## src/rtl/vga_pkg.sv

```systemverilog
// Shared frame-buffer geometry and types for the VGA scan-out and drawing paths.
package vga_pkg;
  localparam int H_ACTIVE   = 640;
  localparam int V_ACTIVE   = 480;
  localparam int SCALE_LOG2 = 2;
  localparam int FB_W       = 160;
  localparam int FB_H       = 120;
  localparam int AW         = 15;
  localparam int DW         = 8;
  localparam int FB_WORDS   = FB_W * FB_H;

  typedef logic [DW-1:0] pixel_t;
  typedef logic [AW-1:0] fb_addr_t;
endpackage

```

## src/rtl/fb_addr_gen.sv

```systemverilog
// Maps a screen coordinate to its frame-buffer word: (y>>2)*160 + (x>>2) via shift-add.
module fb_addr_gen
  import vga_pkg::*;
(
  input  logic [9:0]    x,
  input  logic [9:0]    y,
  output logic [AW-1:0] addr
);
  logic [AW-1:0] row_w;
  logic [AW-1:0] col_w;

  always_comb begin
    row_w = AW'(y >> SCALE_LOG2);
    col_w = AW'(x >> SCALE_LOG2);
    // 160 = 128 + 32
    addr  = (row_w << 7) + (row_w << 5) + col_w;
  end
endmodule

```

## src/rtl/fb_scheduler.sv

```systemverilog
// Shares one frame-buffer port between fixed display-read slots and a valid/ready
// writer, and produces the 4x-upscaled pixel stream with matching sync delays.
module fb_scheduler
  import vga_pkg::*;
(
  input  logic          vgaclk,
  input  logic          reset,
  input  logic [9:0]    x,
  input  logic [9:0]    y,
  input  logic          hsync_in,
  input  logic          vsync_in,
  input  logic          wr_valid,
  input  logic [AW-1:0] wr_addr,
  input  logic [DW-1:0] wr_data,
  output logic          wr_ready,
  output logic [AW-1:0] mem_addr,
  output logic          mem_we,
  output logic [DW-1:0] mem_wdata,
  input  logic [DW-1:0] mem_rdata,
  output logic [DW-1:0] pixel,
  output logic          hsync_out,
  output logic          vsync_out,
  output logic          frame_start
);
  logic          active;
  logic          disp_slot;
  logic          first_px;
  logic [AW-1:0] disp_addr;

  logic [AW-1:0] last_addr_q, last_addr_d;
  logic          rd_d1_q, rd_d1_d;
  logic          active_d1_q, active_d1_d;
  logic [DW-1:0] pix_q, pix_d;
  logic [DW-1:0] pixel_q, pixel_d;
  logic [1:0]    hs_q, hs_d;
  logic [1:0]    vs_q, vs_d;
  logic [1:0]    fs_q, fs_d;

  fb_addr_gen u_addr_gen (
    .x    (x),
    .y    (y),
    .addr (disp_addr)
  );

  always_comb begin
    active    = (x < 10'(H_ACTIVE)) && (y < 10'(V_ACTIVE));
    disp_slot = active && (x[SCALE_LOG2-1:0] == '0);
    first_px  = (x == '0) && (y == '0);

    wr_ready    = ~disp_slot;
    mem_we      = 1'b0;
    mem_wdata   = wr_data;
    mem_addr    = last_addr_q;
    last_addr_d = last_addr_q;
    if (disp_slot) begin
      mem_addr    = disp_addr;
      last_addr_d = disp_addr;
    end else if (wr_valid && (wr_addr < AW'(FB_WORDS))) begin
      mem_addr = wr_addr;
      mem_we   = 1'b1;
    end

    // Read data lands one cycle after the slot; hold it for the other three columns.
    rd_d1_d     = disp_slot;
    active_d1_d = active;
    pix_d       = rd_d1_q ? mem_rdata : pix_q;
    pixel_d     = active_d1_q ? pix_d : '0;
    hs_d        = {hs_q[0], hsync_in};
    vs_d        = {vs_q[0], vsync_in};
    fs_d        = {fs_q[0], first_px};
  end

  always_ff @(posedge vgaclk or posedge reset) begin
    if (reset) begin
      last_addr_q <= '0;
      rd_d1_q     <= 1'b0;
      active_d1_q <= 1'b0;
      pix_q       <= '0;
      pixel_q     <= '0;
      hs_q        <= 2'b11;
      vs_q        <= 2'b11;
      fs_q        <= 2'b00;
    end else begin
      last_addr_q <= last_addr_d;
      rd_d1_q     <= rd_d1_d;
      active_d1_q <= active_d1_d;
      pix_q       <= pix_d;
      pixel_q     <= pixel_d;
      hs_q        <= hs_d;
      vs_q        <= vs_d;
      fs_q        <= fs_d;
    end
  end

  assign pixel       = pixel_q;
  assign hsync_out   = hs_q[1];
  assign vsync_out   = vs_q[1];
  assign frame_start = fs_q[1];
endmodule

```

## config.mk

```make
export PLATFORM = sky130hd
export DESIGN_NAME = fb_scheduler
export DESIGN_NICKNAME = d
export VERILOG_FILES = /design/src/rtl/vga_pkg.sv /design/src/rtl/fb_addr_gen.sv /design/src/rtl/fb_scheduler.sv
export SDC_FILE = /design/constraint.sdc
export NUM_CORES = 1
export LEC_CHECK = 0
export CAP_MARGIN = 10
export CORE_ASPECT_RATIO = 0.9
export CORE_MARGIN = 10
export CORE_UTILIZATION = 44
export DETAILED_ROUTE_END_ITERATION = 8
export HOLD_SLACK_MARGIN = 0.15
export PLACE_DENSITY = 0.83
export SETUP_SLACK_MARGIN = 0.1
export SYNTH_ARGS = -nofsm -noshare
export SYNTH_HDL_FRONTEND = slang
export SYNTH_HIERARCHICAL = 1
export SYNTH_SLANG_ARGS = --single-unit
```

## constraint.sdc

```tcl
create_clock -name vgaclk -period 3.83 [get_ports vgaclk]
set_input_delay 0.5745 -clock vgaclk [delete_from_list [all_inputs] [get_ports vgaclk]]
set_output_delay 0.5745 -clock vgaclk [all_outputs]
set_load 0.02 [all_outputs]
```

==> results of run 1 <==
## state kept, by name, indices dropped and copies added (netlist names)
register,count
active_d1_q,1
fs_q,2
hs_q,2
last_addr_q,15
pix_q,8
pixel,8
rd_d1_q,1
vs_q,2
## area by class of cell
cell class | instances | area, um2
fill | 398 | 1650
multi-input combinational | 163 | 1180
sequential | 39 | 981
timing repair buffer | 98 | 913
tap | 65 | 81.3
clock buffer | 5 | 68.8
inverter | 12 | 45.0
clock inverter | 3 | 43.8
## through the flow
stage / cells / TNS, ns / total power (W) / setup WS, ns / instance area (um2)
3_3_place_gp: 377 / -2.16 / 0.000994 / -0.462 / 3150
6_report: 385 / 0 / 0.00136 / 0.155 / 3310
3_5_place_dp: 377 / -2.55 / 0.00101 / -0.517 / 3150
5_1_grt: 385 / 0 / 0.00144 / 0.0785 / 3310
4_1_cts: 385 / -0.000877 / 0.00135 / -0.000877 / 3250
2_1_floorplan: 233 / 0 / 0.000794 / 0.611 / 2290
## worst register-to-register path: stages (launching register included)
cell,delay (ns)
dfrtp_1,0.57
mux2_2,0.40
and2_1,0.16
## repair_timing
item,in CTS,in global routing
pin swaps,2,6
endpoints found under the setup margin,7,7
gates resized for setup,28,14
## final timing paths
path                       cells past startpoint     from             end  slack, ns
setup / recovery                               9     y[2]     mem_addr[7]       0.16
hold / removal                                 0  fs_q[0]         fs_q[1]       0.36
setup reg to reg                               2  rd_d1_q        pixel[5]       2.60
hold reg to reg                                0  fs_q[0]         fs_q[1]       0.36
max in group asynchronous                      3    reset         hs_q[1]       2.75
min in group asynchronous                      3    reset  last_addr_q[3]       0.71
## metal layers
metal  up-vias  track usage (%)  part of all wire [%]  wire length, um
met5         -                0                     0                0
met4         0             4.28                   1.6              106
met3        13             6.94                   9.0              588
met2        75             27.3                    50             3240
met1       963             17.6                    40             2580
li1        954                -                     -                -
## cells in the mapped netlist (2+ instances only)
library cell / count / area (um2)
nand2_1: 49 / 184
dfrtp_1: 35 / 876
buf_4: 16 / 120
ha_1: 15 / 188
o21ai_1: 13 / 65.1
inv_1: 11 / 41.3
mux2i_1: 11 / 110
and2_1: 8 / 50.1
mux2_2: 8 / 90.1
a21oi_1: 7 / 35.0
nor2_1: 6 / 22.5
o21ai_0: 5 / 25.0
xnor2_1: 5 / 43.8
dfstp_2: 4 / 105
nor4_1: 3 / 18.8
a22oi_1: 2 / 15.0
a31oi_1: 2 / 12.5
fa_1: 2 / 40.0
nand2_2: 2 / 12.5
nand2b_1: 2 / 12.5
nand4_1: 2 / 12.5
nor3_1: 2 / 10.0
nor3_2: 2 / 20.0
o31ai_1: 2 / 15.0
## logic make-up after synthesis
group                    count (synthesis)  synth area share [%]
flip-flops                              39                  42.8
XOR/XNOR                                 6                  2.29
AND/OR/NAND/NOR                         81                  16.7
buffers and inverters                   31                  8.25
multiplexers                            19                  8.74
adder cells (fa/ha/maj)                 17                  9.94
AO/OA/AOI/OAI                           40                  11.3
## report_power, final
group          internal, W  switching [W]
sequential        0.000485      0.0000328
clock             0.000194       0.000149
combinational     0.000249       0.000246
==> impl_metrics.py, run 1 <==
metrics = {
    "die": {
        "fp.dieW_um": 96.1,
        "die_y_um": 88.5,
        "core_area_um2": 4950,
        "dieArea_um2": 8500,
        "start_util_pct": 46.2,
        "io_pins": 92,
        "rows": 24,
    },
    "timing": {
        "skew_ns": 0.00266,
        "timing.fmax_mhz": 272,
        "rsz0062_at_grt": "yes",
        "hold_viol": 0,
        "setup_viol": 0,
        "holdWs_ns": 0.355,
        "slew_viol_final": 0,
        "worst_pin_slew_ns": 0.502,
        "period_share_pct": 95.9,
        "period_needed_ns": 3.67,
        "max-slew-margin-rel_pct": 66.5,
    },
    "run_status": {
        "status": "finished clean",
    },
    "logic_synthesis": {
        "syn_area_um2": 2290,
        "ys_types": 43,
        "seq_area_frac_synth_pct": 42.8,
        "async_flop_share_pct": 100,
        "ys.flop_type": "dfrtp_1",
        "synth_edf_count": 0,
        "ys_warn_count": 6,
        "synthesis.instances": 233,
        "avgSynthCellArea_um2": 9.83,
        "synth_fp_nets": 306,
        "ys_seq_elements": 39,
    },
    "detailed_routing": {
        "drc": 0,
        "via_count": 2005,
        "wl_per_cell_um": 16.9,
        "drtPass1Iterations": 5,
        "drt_iter0_markers": 111,
        "drtAntennaViolNets": 0,
        "via_per_inst": 5.21,
        "drt_wl_total_mm": 6.51,
    },
    "worst_setup_path": {
        "worstPathMaxFanout": 2,
        "critPathLaunchType": "input port",
        "path_delay_family": "buffers and inverters",
        "endpoint_kind": "output pin",
        "cpMaxStageDelayCell": "clkdlybuf4s50_1",
        "cp.arrival_ns": 3.10,
        "path_buf_inv": 5,
        "critical_path_class": "in -> out",
        "cp.required_ns": 3.26,
        "critPathMaxStageDelay_ns": 0.66,
        "crit_chain": "clkdlybuf4s50_1 > inv_1 > fa_1 > buf_4 > fa_2 > inv_1 > nand2_1 > o21ai_1 > clkdlybuf4s50_1",
    },
    "clock_tree": {
        "cts_buffers": 5,
        "htree_levels": 2,
        "cts_tree": "built",
        "clock_path_buffers": 2,
        "root_buffer": "clkbuf_8",
        "cts.reportedPaths.clkPinSlew_ns": 0.08,
        "postCtsSetupBuffers": 0,
        "hold_buffers": 0,
        "cts_sinks": 39,
        "insertion_delay_ns": 0.29,
    },
    "place": {
        "io_buffers": 75,
        "gp_congestion": 0.905,
        "dp_hpwl_mm": 5.17,
    },
    "final_layout": {
        "drive_gt1_share_pct": 20.6,
        "layout_commonest_cell": "clkdlybuf4s50_1",
        "syn_to_final_growth_pct": 44.5,
        "nNetsFinal": 392,
        "antenna_cells": 0,
        "finish.utilization_pct": 66.8,
        "final_cell_mix": "clkdlybuf4s50_1 (66), nand2_1 (49), dfrtp_1 (35), buf_4 (28)",
    },
    "power_and_ir_drop": {
        "peakVddDrop_v": 0.000215,
        "powerDensity_nw_per_um2": 409,
        "p_leak_nw": 1.59,
    },
    "global_route": {
        "antenna_found_initial": 0,
        "grt_usage_pct": 15.9,
        "overflow": 0,
        "grt_start_max_net_pins": 40,
        "grt_pass1_wl_mm": 10.7,
        "first_global_vias": 2170,
    },
    "worst_hold_path": {
        "hold_path_class": "reg -> reg",
    },
    "run": {
        "maxCapViolations": 0,
    },
}
(Power assumes the default switching activity.)
==> inputs of run 2 (changes only) <==
--- a/config.mk
+++ b/config.mk
@@ -8,10 +8,10 @@
 export CAP_MARGIN = 10
 export CORE_ASPECT_RATIO = 0.9
 export CORE_MARGIN = 10
-export CORE_UTILIZATION = 44
+export CORE_UTILIZATION = 40
 export DETAILED_ROUTE_END_ITERATION = 8
 export HOLD_SLACK_MARGIN = 0.15
-export PLACE_DENSITY = 0.83
+export PLACE_DENSITY = 0.77
 export SETUP_SLACK_MARGIN = 0.1
 export SYNTH_ARGS = -nofsm -noshare
 export SYNTH_HDL_FRONTEND = slang
==> run 2 against run 1 <==
  * Setup slack better by 0.019 ns
  * Maximum frequency increased by 0.53%
  * Flip-flop and latch count is the same
  * Total power decreased by 4.3%
  * Critical path depth is 3 higher
  * Utilization decreased by 7.7 points
  * Clock power down 18%
  * Via count decreased by 0.90%
  * Final cell count grew 2.3%
  * Register-to-register slack barely moved
  * Critical path type unchanged
  * Highest routed layer unchanged
==> impl_metrics.py, run 2 (synthesis gave the netlist of run 1 again) <==
metrics = {
    "run_status": {
        "status": "finished clean",
    },
    "timing": {
        "max-slew-margin-rel_pct": 64.9,
        "tns_ns": 0,
        "hold_viol": 0,
        "rsz0062_at_grt": "no",
        "worst_pin_slew_ns": 0.526,
        "slew_viol_final": 0,
        "setup_viol": 0,
        "skew_ns": 0.0103,
        "period_share_pct": 95.4,
        "timing.fmax_mhz": 274,
        "period_needed_ns": 3.66,
        "holdWs_ns": 0.354,
    },
    "detailed_routing": {
        "drtPass1Iterations": 4,
        "drt_wl_total_mm": 6.28,
        "drt_iter0_markers": 83,
        "drc": 0,
        "via_per_inst": 5.04,
        "drtAntennaViolNets": 0,
        "via_count": 1987,
        "wl_per_cell_um": 15.9,
    },
    "global_route": {
        "grt_pass1_wl_mm": 10.1,
        "antenna_found_initial": 0,
        "grt_usage_pct": 13.4,
        "first_global_vias": 2144,
        "overflow": 0,
        "grt_start_max_net_pins": 40,
    },
    "place": {
        "gp_congestion": 0.831,
        "dp_hpwl_mm": 5.00,
        "dpl_cell_area_um2": 3190,
        "io_buffers": 75,
        "placed_cells": 386,
    },
    "clock_tree": {
        "clock_path_buffers": 2,
        "root_buffer": "clkbuf_8",
        "cts_sinks": 39,
        "cts_tree": "built",
        "postCtsSetupBuffers": 0,
        "hold_buffers": 0,
        "insertion_delay_ns": 0.30,
        "cts_buffers": 5,
        "cts.reportedPaths.clkPinSlew_ns": 0.07,
        "htree_levels": 2,
    },
    "final_layout": {
        "largest_reg_flops": 15,
        "stdcell_area_um2": 3330,
        "largest_register": "last_addr_q",
        "nNetsFinal": 396,
        "syn_to_final_growth_pct": 45.2,
        "layout_commonest_cell": "clkdlybuf4s50_1",
        "fillers": 482,
        "final_cell_mix": "clkdlybuf4s50_1 (67), nand2_1 (48), dfrtp_1 (35), buf_4 (31), ha_1 (14)",
        "final_cells": 394,
        "drive_gt1_share_pct": 22.8,
        "antenna_cells": 0,
    },
    "die": {
        "rows": 26,
        "die_y_um": 91.8,
        "start_util_pct": 40.7,
        "core_area_um2": 5630,
        "dieArea_um2": 9160,
        "io_pins": 92,
        "fp.dieW_um": 99.8,
    },
    "run": {
        "maxCapViolations": 0,
    },
    "power_and_ir_drop": {
        "p_leak_nw": 1.58,
        "peakVddDrop_v": 0.000221,
        "powerDensity_nw_per_um2": 390,
    },
    "worst_setup_path": {
        "critPathLaunchType": "input port",
        "cp.arrival_ns": 3.08,
        "cp.required_ns": 3.26,
        "endpoint_kind": "output pin",
        "worstPathMaxFanout": 3,
        "critical_path_class": "in -> out",
    },
    "worst_hold_path": {
        "hold_path_class": "reg -> reg",
    },
}
## run 2: cell types whose count changed in the layout (fill, tap and decap cells not counted), sizes merged
cell           previous run  this run
bufinv                    1         0
clkdlybuf4s50            66        67
dlymetal6s2s              2         1
clkinvlp                  0         2
clkbuf                    5         6
dlygate4sd2               2         1
clkinv                    2         1
buf                      28        32
## run 2: per-layer routing
metal  part of all wire (%)  up-vias  wire length (um)  track usage, %
met5                      0        -                 0               0
met4                    1.5        0                94            5.25
met3                     11       15               688            6.15
met2                     48       64              3010            21.9
met1                     40      946              2480            14.9
li1                       -      962                 -               -
## run 2: where the power goes
group          internal, W  switching, W  total [W]  leakage (nW)
Combinational     0.000251      0.000246   0.000497          1.05
Clock             0.000127      0.000155   0.000282        0.0402
Sequential        0.000485     0.0000332   0.000518         0.488
Total             0.000863      0.000435    0.00130          1.58
## run 2: critical path, stage by stage
cell and delay, ns:
clkdlybuf4s50_1 0.47, inv_1 0.06, fa_1 0.48, buf_4 0.15
fa_2 0.35, nand2b_4 0.16, a21oi_4 0.18, buf_4 0.14
xor2_1 0.14, nand2_1 0.09, o21ai_2 0.10, buf_4 0.16
## run 2: worst paths after layout
check / depth (start not counted) / slack, ns / to / start
min in group asynchronous: 3 / 0.69 / pix_q[3] / reset
max: 12 / 0.17 / mem_addr[10] / y[4]
min reg2reg: 0 / 0.35 / fs_q[1] / fs_q[0]
min: 0 / 0.35 / fs_q[1] / fs_q[0]
max reg2reg: 2 / 2.61 / pixel[7] / rd_d1_q
max in group asynchronous: 3 / 2.78 / hs_q[1] / reset
## run 2: layout make-up
| type | instances | area (um2) | share of cell area [%] |
|---|---|---|---|
| Clock inverter | 3 | 20.0 | 0.602 |
| Tap cell | 70 | 87.6 | 2.63 |
| Clock buffer | 5 | 68.8 | 2.07 |
| Inverter | 12 | 45.0 | 1.35 |
| Sequential cell | 39 | 981 | 29.5 |
| Multi-Input combinational cell | 163 | 1190 | 35.7 |
| Timing Repair Buffer | 102 | 935 | 28.1 |
## run 2: metrics by stage
stage	setup slack (ns)	total power, W	util (%)
floorplan	0.611	0.000794	-
global placement	-0.447	0.00100	56.6
detailed placement	-0.479	0.00101	56.6
CTS	0.0275	0.00130	58.2
global route	0.0590	0.00138	59.1
finish	0.175	0.00130	59.1
## run 2: what timing repair did
item / in CTS / in global routing
cloned: 0 / 0
resized for setup: 29 / 16
pin swaps: 1 / 7
endpoints found under the setup margin: 7 / 7
